**config.mk**
```make
export PLATFORM = sky130hd
export DESIGN_NAME = sp1_ram_arb
export DESIGN_NICKNAME = d
export VERILOG_FILES = /design/src/rtl/sp1_ram_arb_pkg.sv /design/src/rtl/sp1_arb_pick.sv /design/src/rtl/sp1_ram_arb.sv
export SDC_FILE = /design/constraint.sdc
export NUM_CORES = 1
export LEC_CHECK = 0
export ABC_AREA = 0
export CAP_MARGIN = 15
export CORE_ASPECT_RATIO = 1.4
export CORE_UTILIZATION = 36
export DETAILED_ROUTE_END_ITERATION = 8
export PLACE_DENSITY = 0.87
export SYNTH_ARGS = -nofsm -noshare
export SYNTH_HDL_FRONTEND = slang
export SYNTH_SLANG_ARGS = --single-unit
```
**constraint.sdc**
```tcl
create_clock -name clk -period 3.32 [get_ports clk]
set_input_delay 0.996 -clock clk [delete_from_list [all_inputs] [get_ports clk]]
set_output_delay 0.996 -clock clk [all_outputs]
set_load 0.01 [all_outputs]
```
**src/rtl/sp1_ram_arb_pkg.sv**
```systemverilog
// Shared definitions for the sp1_ram arbiter slice.
//   SP1_RAM_AW / SP1_RAM_DW : geometry of the single-port sp1_ram (64 x 32)
//   SP1_ARB_P0 / SP1_ARB_P1 : port indices used to slice the packed per-port buses
//   tag_t                   : response tag carried alongside an access in flight
//   port_onehot()           : port index -> one-hot grant/valid vector
package sp1_ram_arb_pkg;

  localparam int SP1_RAM_AW = 6;
  localparam int SP1_RAM_DW = 32;
  localparam int SP1_ARB_P0 = 0;
  localparam int SP1_ARB_P1 = 1;

  typedef struct packed {
    logic is_read;  // access expects read data back
    logic owner;    // port that issued the access
  } tag_t;

  function automatic logic [1:0] port_onehot(input logic idx);
    return idx ? 2'b10 : 2'b01;
  endfunction

endpackage

```
**src/rtl/sp1_arb_pick.sv**
```systemverilog
// 2-way grant picker for sp1_ram_arb.
// Configuration macro: SP1_RAM_ARB_PRIO_EN
//   defined   : fixed priority, port 0 always wins; no pointer input
//   undefined : round-robin, the port not granted last wins a tie
// Ports:
//   req  in  2  per-port request
//   last in  1  index of the port granted most recently (round-robin build only)
//   gnt  out 2  one-hot or zero grant
module sp1_arb_pick
  import sp1_ram_arb_pkg::*;
(
  input  logic [1:0] req,
`ifndef SP1_RAM_ARB_PRIO_EN
  input  logic       last,
`endif
  output logic [1:0] gnt
);

  // NOTE: every signal written in always_comb gets a default first so no path
  // can leave it unassigned, which would infer a latch.
  always_comb begin
    gnt = 2'b00;
`ifdef SP1_RAM_ARB_PRIO_EN
    if (req[SP1_ARB_P0]) begin
      gnt = port_onehot(1'b0);
    end else if (req[SP1_ARB_P1]) begin
      gnt = port_onehot(1'b1);
    end
`else
    unique case (req)
      2'b01, 2'b10: gnt = req;
      // Tie: hand the grant to the port that did not win last time.
      2'b11:        gnt = port_onehot(~last);
      default:      gnt = 2'b00;
    endcase
`endif
  end

endmodule

```
**src/rtl/sp1_ram_arb.sv**
```systemverilog
// Round-robin arbiter and sequencer sharing one sp1_ram between two masters.
// At most one access is issued per cycle through registered cs/we/adr/din; read
// data returns two cycles after the grant, tagged to the requesting port.
// Configuration macro: SP1_RAM_ARB_PRIO_EN (fixed priority to port 0, no pointer).
// Ports:
//   clk, rst  clock (rising edge) and asynchronous active-high reset
//   req, we   per-port request / write enable (bit i = port i)
//   adr, din  per-port address / write data, port i at [i*AW +: AW] / [i*DW +: DW]
//   gnt       combinational one-hot/zero grant, same cycle as the accepted request
//   rvalid    per-port read-data valid
//   dout      shared read data, meaningful only with rvalid
//   ram_*     registered command to sp1_ram, ram_dout back from it
module sp1_ram_arb
  import sp1_ram_arb_pkg::*;
#(
  parameter int AW = SP1_RAM_AW,
  parameter int DW = SP1_RAM_DW
) (
  input  logic            clk,
  input  logic            rst,
  input  logic [1:0]      req,
  input  logic [1:0]      we,
  input  logic [2*AW-1:0] adr,
  input  logic [2*DW-1:0] din,
  output logic [1:0]      gnt,
  output logic [1:0]      rvalid,
  output logic [DW-1:0]   dout,
  output logic            ram_cs,
  output logic            ram_we,
  output logic [AW-1:0]   ram_adr,
  output logic [DW-1:0]   ram_din,
  input  logic [DW-1:0]   ram_dout
);

  logic [1:0]    pick_gnt;
  logic          granted;
  logic          win;
  logic          sel_we;
  logic [AW-1:0] sel_adr;
  logic [DW-1:0] sel_din;
  tag_t          tag_s1;
  tag_t          tag_s2;

`ifndef SP1_RAM_ARB_PRIO_EN
  logic last;
`endif

  sp1_arb_pick u_pick (
    .req  (req),
`ifndef SP1_RAM_ARB_PRIO_EN
    .last (last),
`endif
    .gnt  (pick_gnt)
  );

  // No grant may be seen while reset is held, even though req is live.
  assign gnt     = rst ? 2'b00 : pick_gnt;
  assign granted = |gnt;
  assign win     = gnt[SP1_ARB_P1];

  // we is masked by the grant so an undriven we on an idle port cannot leak
  // into ram_we.
  assign sel_we  = |(gnt & we);
  assign sel_adr = win ? adr[SP1_ARB_P1*AW +: AW] : adr[SP1_ARB_P0*AW +: AW];
  assign sel_din = win ? din[SP1_ARB_P1*DW +: DW] : din[SP1_ARB_P0*DW +: DW];

  // Issue registers: the RAM sees the winner one cycle after the grant.
  // NOTE: sequential state uses non-blocking assignments so every register
  // samples pre-edge values regardless of statement or process order.
  always_ff @(posedge clk or posedge rst) begin
    if (rst) begin
      ram_cs  <= 1'b0;
      ram_we  <= 1'b0;
      ram_adr <= '0;
      ram_din <= '0;
    end else begin
      ram_cs <= granted;
      ram_we <= sel_we;
      if (granted) begin
        ram_adr <= sel_adr;
        ram_din <= sel_din;
      end
    end
  end

  // Tag pipe tracks each access to the cycle its read data appears on
  // ram_dout: stage 1 rides with the issued command, stage 2 with the RAM output.
  always_ff @(posedge clk or posedge rst) begin
    if (rst) begin
      tag_s1 <= '0;
      tag_s2 <= '0;
    end else begin
      tag_s1.is_read <= granted & ~sel_we;
      tag_s1.owner   <= win;
      tag_s2         <= tag_s1;
    end
  end

  assign rvalid = tag_s2.is_read ? port_onehot(tag_s2.owner) : 2'b00;
  assign dout   = ram_dout;

`ifndef SP1_RAM_ARB_PRIO_EN
  // Reset value "port 1 won last" makes port 0 win the first tie.
  always_ff @(posedge clk or posedge rst) begin
    if (rst) begin
      last <= 1'b1;
    end else if (granted) begin
      last <= win;
    end
  end
`endif

endmodule

```
==> results of run 1 <==
## final cells by class
class / instances / area (sq um) / share of cell area (%)
clock buffers: 5 / 68.8 / 1.95
clock inverters: 3 / 22.5 / 0.637
inverters: 1 / 3.75 / 0.106
flip-flops and latches: 45 / 1130 / 31.9
repair buffers: 136 / 1360 / 38.4
multi-input cells: 170 / 866 / 24.5
well taps: 72 / 90.1 / 2.55
## routing by layer
| metal | vias to the layer above | track usage, % | wire, um |
|---|---|---|---|
| met5 | - | 0 | 0 |
| met4 | 0 | 11.2 | 314 |
| met3 | 28 | 3.72 | 383 |
| met2 | 91 | 35.5 | 3720 |
| met1 | 1064 | 22.7 | 2540 |
| li1 | 1094 | - | - |
## synth_stat cells, types with 3 or more instances
master | number | area (sq um)
buf_4 | 36 | 270
and2_1 | 3 | 18.8
buf_2 | 12 | 60.1
o21ai_0 | 39 | 195
nor2_1 | 40 | 150
nand3_1 | 38 | 190
clkbuf_1 | 7 | 26.3
dfrtp_1 | 44 | 1100
nand2_1 | 4 | 15.0
a31oi_1 | 38 | 238
## power by group through the flow
stage          registers [mW]  clock network, mW  logic [mW]
6_report                0.661              0.339       0.476
5_1_grt                 0.670              0.376       0.512
4_1_cts                 0.662              0.351       0.481
3_5_place_dp            0.672                  0       0.480
3_3_place_gp            0.667                  0       0.472
2_1_floorplan           0.702                  0       0.201
## kinds of logic after synthesis
logic type / Yosys count / synth area share (%)
AOI/OAI and AO/OA: 80 / 19.2
buffers and inverters: 58 / 16.1
DFF: 45 / 47.5
and+or+nand+nor: 90 / 17.1
## metrics by stage
step,setup WS [ps],cell area (sq um),power [mW]
3_5_place_dp,-73.5,3440,1.15
5_1_grt,117,3530,1.56
3_3_place_gp,-54.3,3440,1.14
4_1_cts,176,3530,1.49
2_1_floorplan,801,2370,0.903
6_report,182,3530,1.48
## path summary, 6_finish.rpt
path                       slack (ps)                     end                 from
min reg2reg                       360     tag_s2[1]$_DFF_PP0_  tag_s1[1]$_DFF_PP0_
min                               360     tag_s2[1]$_DFF_PP0_  tag_s1[1]$_DFF_PP0_
max                               180                  gnt[0]               req[1]
min in group asynchronous        1160  ram_din[7]$_DFFE_PP0P_                  rst
max in group asynchronous        1410        last$_DFFE_PP1P_                  rst
max reg2reg                      1750        ram_we$_DFF_PP0_     last$_DFFE_PP1P_
## registers in the layout, indices dropped and copies added, names as in the netlist
register / cells
ram_din: 32
ram_adr: 6
tag_s1: 2
tag_s2: 2
last: 1
ram_cs: 1
ram_we: 1
==> flow_summary.json, run 1 <==
{
  "fin_nets": 473,
  "clock_latency_ps": 290,
  "ir_drop_mv": 0.206,
  "reg2reg_depth": 4,
  "final_util_pct": 56.1,
  "dr.pass1.iters": 6,
  "final-instance-count-excl-fill": 432,
  "fin_skew_ps": 4.01,
  "cts-resized-gates": 3,
  "critical_path_depth": 5,
  "max_stage_delay_ps": 490,
  "worstPathCellList": "clkdlybuf4s50_1 > buf_4 > nor2b_1 > nor2_1 > dlygate4sd2_1",
  "crit_path_max_fanout": 4,
  "crit_required_ps": 2320,
  "worstMarginPinSlew_ps": 539,
  "p_sw_share_pct": 29.6,
  "cap_violations": 0,
  "crit_path_start_kind": "input port",
  "start_util_pct": 37.7,
  "htreeDepth": 2,
  "p_switching_mw": 0.437,
  "io_pins": 190,
  "grt_max_degree": 40,
  "fin_crit_ps": 3140,
  "post-cts-setup-buffers": 0,
  "p_leak_nw": 1.35,
  "status": "finished, violations left",
  "fin_setup_tns_ps": 0,
  "fillCellCount": 581,
  "track_usage_pct": 20.2,
  "crit_slowest_cell": "clkdlybuf4s50_1",
  "grt_pass1_vias": 2189,
  "critical_path_buf_inv_count": 3,
  "grt_overflow": 0,
  "crit_family": "buffers and inverters",
  "port_buffers": 125,
  "setup-violations-final": 0,
  "core.rowCount": 34,
  "period_share_pct": 94.5,
  "worstPathArrival_ps": 2140,
  "hold_depth": 0,
  "die_height_um": 98.1,
  "holdBufCountCts": 0,
  "antenna_found_initial": 0,
  "hpwl_mm": 4.99,
  "vias": 2277,
  "postSynthAreaPerCell_sq_um": 8.69,
  "ant_nets": 0,
  "core_area_sq_um": 6300,
  "hp-class": "flop to flop",
  "n_antenna_cell": 0,
  "clock_sinks": 45,
  "max_freq_ghz": 0.319,
  "seqPwrFrac_pct": 44.8,
  "routed_wl_mm": 6.95,
  "area_delta_synth_final_pct": 48.9,
  "ys.flop_type": "dfrtp_1",
  "drive_above_1_share_pct": 6.39,
  "dp_cells": 424,
  "die_area_sq_um": 6930,
  "clk_pin_slew_ps": 90,
  "critical_path_class": "input port to output pin",
  "slew-limit-headroom_pct": 64.1,
  "gp_congestion": 0.765,
  "yosysSeqAreaShare_pct": 47.5,
  "grt_pass1_wl_mm": 10.8,
  "avgViaCountPerCell": 5.27,
  "synth_cell_types": 19,
  "clkPwrFrac_pct": 23.0,
  "ys_ff_latch": 45,
  "finalHoldViolCount": 0,
  "cts_max_path_buffers": 2,
  "cts_tree": "built",
  "ys_warn_count": 0,
  "synth_nets": 387,
  "final_common_cell": "clkdlybuf4s50_1",
  "async_flop_share_pct": 100,
  "cp-end-kind": "output pin",
  "slew_viol_final": 0,
  "cts_made_buffers": 5,
  "cts-root-buf": "clkbuf_8",
  "drtIter0Drc": 175,
  "wire_per_inst_um": 16.1,
  "synth-edff-count": 0,
  "netlist_area_sq_um": 2370,
  "die_x_um": 70.6,
  "final_cell_mix": "clkdlybuf4s50_1, dfrtp_1, o21ai_0, nor2_1",
  "violations": "DRC",
  "syn_inst": 273,
  "drc_errors": 22,
  "hold_slack_ps": 356,
  "rsz0062_at_grt": "false",
  "combPwrFrac_pct": 32.2,
  "p_int_mw": 1.04,
  "powerDensity_nw_per_um2": 418
}
Note: power is estimated with default switching activity, not from simulation.
==> run 2, diff against run 1 <==
- ABC_AREA: 0 -> 1
- CORE_UTILIZATION: 36 -> 38
==> flow_summary.json, run 2 <==
{
  "cts_max_path_buffers": 2,
  "max_freq_ghz": 0.306,
  "grt_pass1_vias": 2608,
  "ir_drop_mv": 0.229,
  "setup-violations-final": 0,
  "postSynthAreaPerCell_sq_um": 6.92,
  "core_area_sq_um": 6700,
  "cts-root-buf": "clkbuf_8",
  "antenna_found_initial": 0,
  "hold_depth": 0,
  "final_cell_mix": "clkdlybuf4s50_1, nand2_1, inv_1",
  "cts_tree": "built",
  "synth_xor_area_share_pct": 0,
  "clk_pin_slew_ps": 80,
  "core.rowCount": 35,
  "p_leak_nw": 2.11,
  "cap_violations": 0,
  "ys.flop_type": "dfrtp_1",
  "ys_warn_count": 0,
  "multi_input_area_sq_um": 890,
  "ys_top_cells_by_count": "nand2_1, inv_1, nand3_1",
  "vias": 2572,
  "seqCellArea_sq_um": 1130,
  "post-cts-setup-buffers": 0,
  "hp-class": "flop to flop",
  "clock_latency_ps": 280,
  "slew_viol_final": 0,
  "io_pins": 190,
  "finalHoldViolCount": 0,
  "muxShareOfSynthArea_pct": 0,
  "powerDensity_nw_per_um2": 386,
  "place_area_sq_um": 3760,
  "postLayoutCellArea_sq_um": 3850,
  "final_util_pct": 57.5,
  "start_util_pct": 39.9,
  "drtIter0Drc": 112,
  "die_area_sq_um": 7370,
  "cts_made_buffers": 5,
  "grt_overflow": 0,
  "holdBufCountCts": 0,
  "cp-end-kind": "output pin",
  "die_height_um": 101,
  "gp_congestion": 0.741,
  "slew-limit-headroom_pct": 57.1,
  "worstPathArrival_ps": 2270,
  "ant_nets": 0,
  "synth.top_cells.by_area": "dfrtp_1, nand2_1, nand3_1",
  "htreeDepth": 2,
  "hpwl_mm": 5.04,
  "clock_sinks": 45,
  "dr.pass1.iters": 4,
  "drive_above_1_share_pct": 4.43,
  "synth_cell_types": 13,
  "synth_nets": 500,
  "fillCellCount": 625,
  "netlist_area_sq_um": 2670,
  "reg2reg_depth": 6,
  "rsz0062_at_grt": "false",
  "fin_skew_ps": 3.11,
  "yosysMostFrequentCell": "nand2_1",
  "n_antenna_cell": 0,
  "synth_top_area_share_pct": 41.2,
  "async_flop_share_pct": 100,
  "drc_errors": 0,
  "synth-compound-area-share_pct": 0.890,
  "largest_reg_flops": 32,
  "ys_ff_latch": 45,
  "avgViaCountPerCell": 4.54,
  "wire_per_inst_um": 12.1,
  "area_delta_synth_final_pct": 44.3,
  "cts-resized-gates": 0,
  "period_share_pct": 98.4,
  "die_x_um": 72.9,
  "synthAdderAreaFrac_pct": 0,
  "track_usage_pct": 19.3,
  "synth_top_family_by_area": "simple AND/OR/NAND/NOR gates",
  "grt_pass1_wl_mm": 11.0,
  "worstMarginPinSlew_ps": 643,
  "yosys.area.top_type": "dfrtp_1",
  "crit_path_start_kind": "input port",
  "final_common_cell": "clkdlybuf4s50_1",
  "total_power_mw": 1.49,
  "status": "finished, final reports clean",
  "synth-edff-count": 0,
  "port_buffers": 125,
  "crit_required_ps": 2320,
  "fin_crit_ps": 3270,
  "yosysSeqAreaShare_pct": 42.2,
  "fin_nets": 588,
  "routed_wl_mm": 6.85,
  "top_regs": "ram_din (32), ram_adr (6)",
  "grt_max_degree": 46,
  "fin_setup_tns_ps": 0,
  "syn_inst": 386,
  "largest_register": "ram_din",
  "synth-simple-area-share_pct": 31.8,
  "critical_path_class": "input port to output pin",
  "crit_path_max_fanout": 3
}
run 2: cell count changes in the layout (fill, tap and decap cells not counted), sizes merged, moves of 3 or more:
cell	previous run	this run
nand3	38	78
o21ai	39	3
nor2	40	4
buf	11	8
inv	1	85
a31oi	38	0
nand2	4	118
and2	3	0
clkinvlp	3	0
run 2: through the flow:
| step | setup slack, ps | hold WS (ps) | std cells |
|---|---|---|---|
| after CTS | 15.5 | 365 | 566 |
| after floorplan | 243 | 331 | 386 |
| after global routing | 13.5 | 371 | 566 |
| final | 53.2 | 359 | 566 |
| after detailed placement | 23.7 | 346 | 559 |
| after global placement | 101 | 333 | 559 |
run 2: logic make-up after synthesis:
family                 count (synthesis)
buffers and inverters                137
AO/OA/AOI/OAI                          4
AND/OR/NAND/NOR                      200
flip-flops                            45
run 2: final cells by class:
class	instances	share of cell area, %
flip-flops and latches	45	29.3
repair buffers	133	34.2
inverters	85	8.28
clock buffers	7	2.24
well taps	92	2.99
multi-input cells	204	23.1
run 2: path summary, 6_finish.rpt:
check	startpoint	to	slack [ps]
min	tag_s1[0]$_DFF_PP0_	tag_s2[0]$_DFF_PP0_	360
min reg2reg	tag_s1[0]$_DFF_PP0_	tag_s2[0]$_DFF_PP0_	360
max in group asynchronous	rst	ram_din[30]$_DFFE_PP0P_	1700
max reg2reg	last$_DFFE_PP1P_	ram_din[21]$_DFFE_PP0P_	1860
min in group asynchronous	rst	ram_din[9]$_DFFE_PP0P_	1250
max	req[0]	gnt[1]	50
run 2: where the power goes:
part | internal [mW] | switching [mW] | leakage, nW
sequential | 0.625 | 0.0410 | 0.547
combinational | 0.270 | 0.219 | 1.51
clock | 0.165 | 0.165 | 0.0443
total | 1.06 | 0.426 | 2.11
run 2: layer usage:
metal  up-vias  share of wire [%]  wire length [um]  GRT usage, %
met4         0                4.0               277          9.95
met1      1149                 37              2540          18.7
li1       1281                  -                 -             -
met5         -                  0                 0             0
met2       110                 52              3580          37.2
met3        32                6.7               457          4.48
run 2: worst max-delay path, cell delays in order:
cell	delay, ps
clkdlybuf4s50_1	460
nand2_2	110
nand3_2	80
inv_1	80
clkdlybuf4s50_1	540
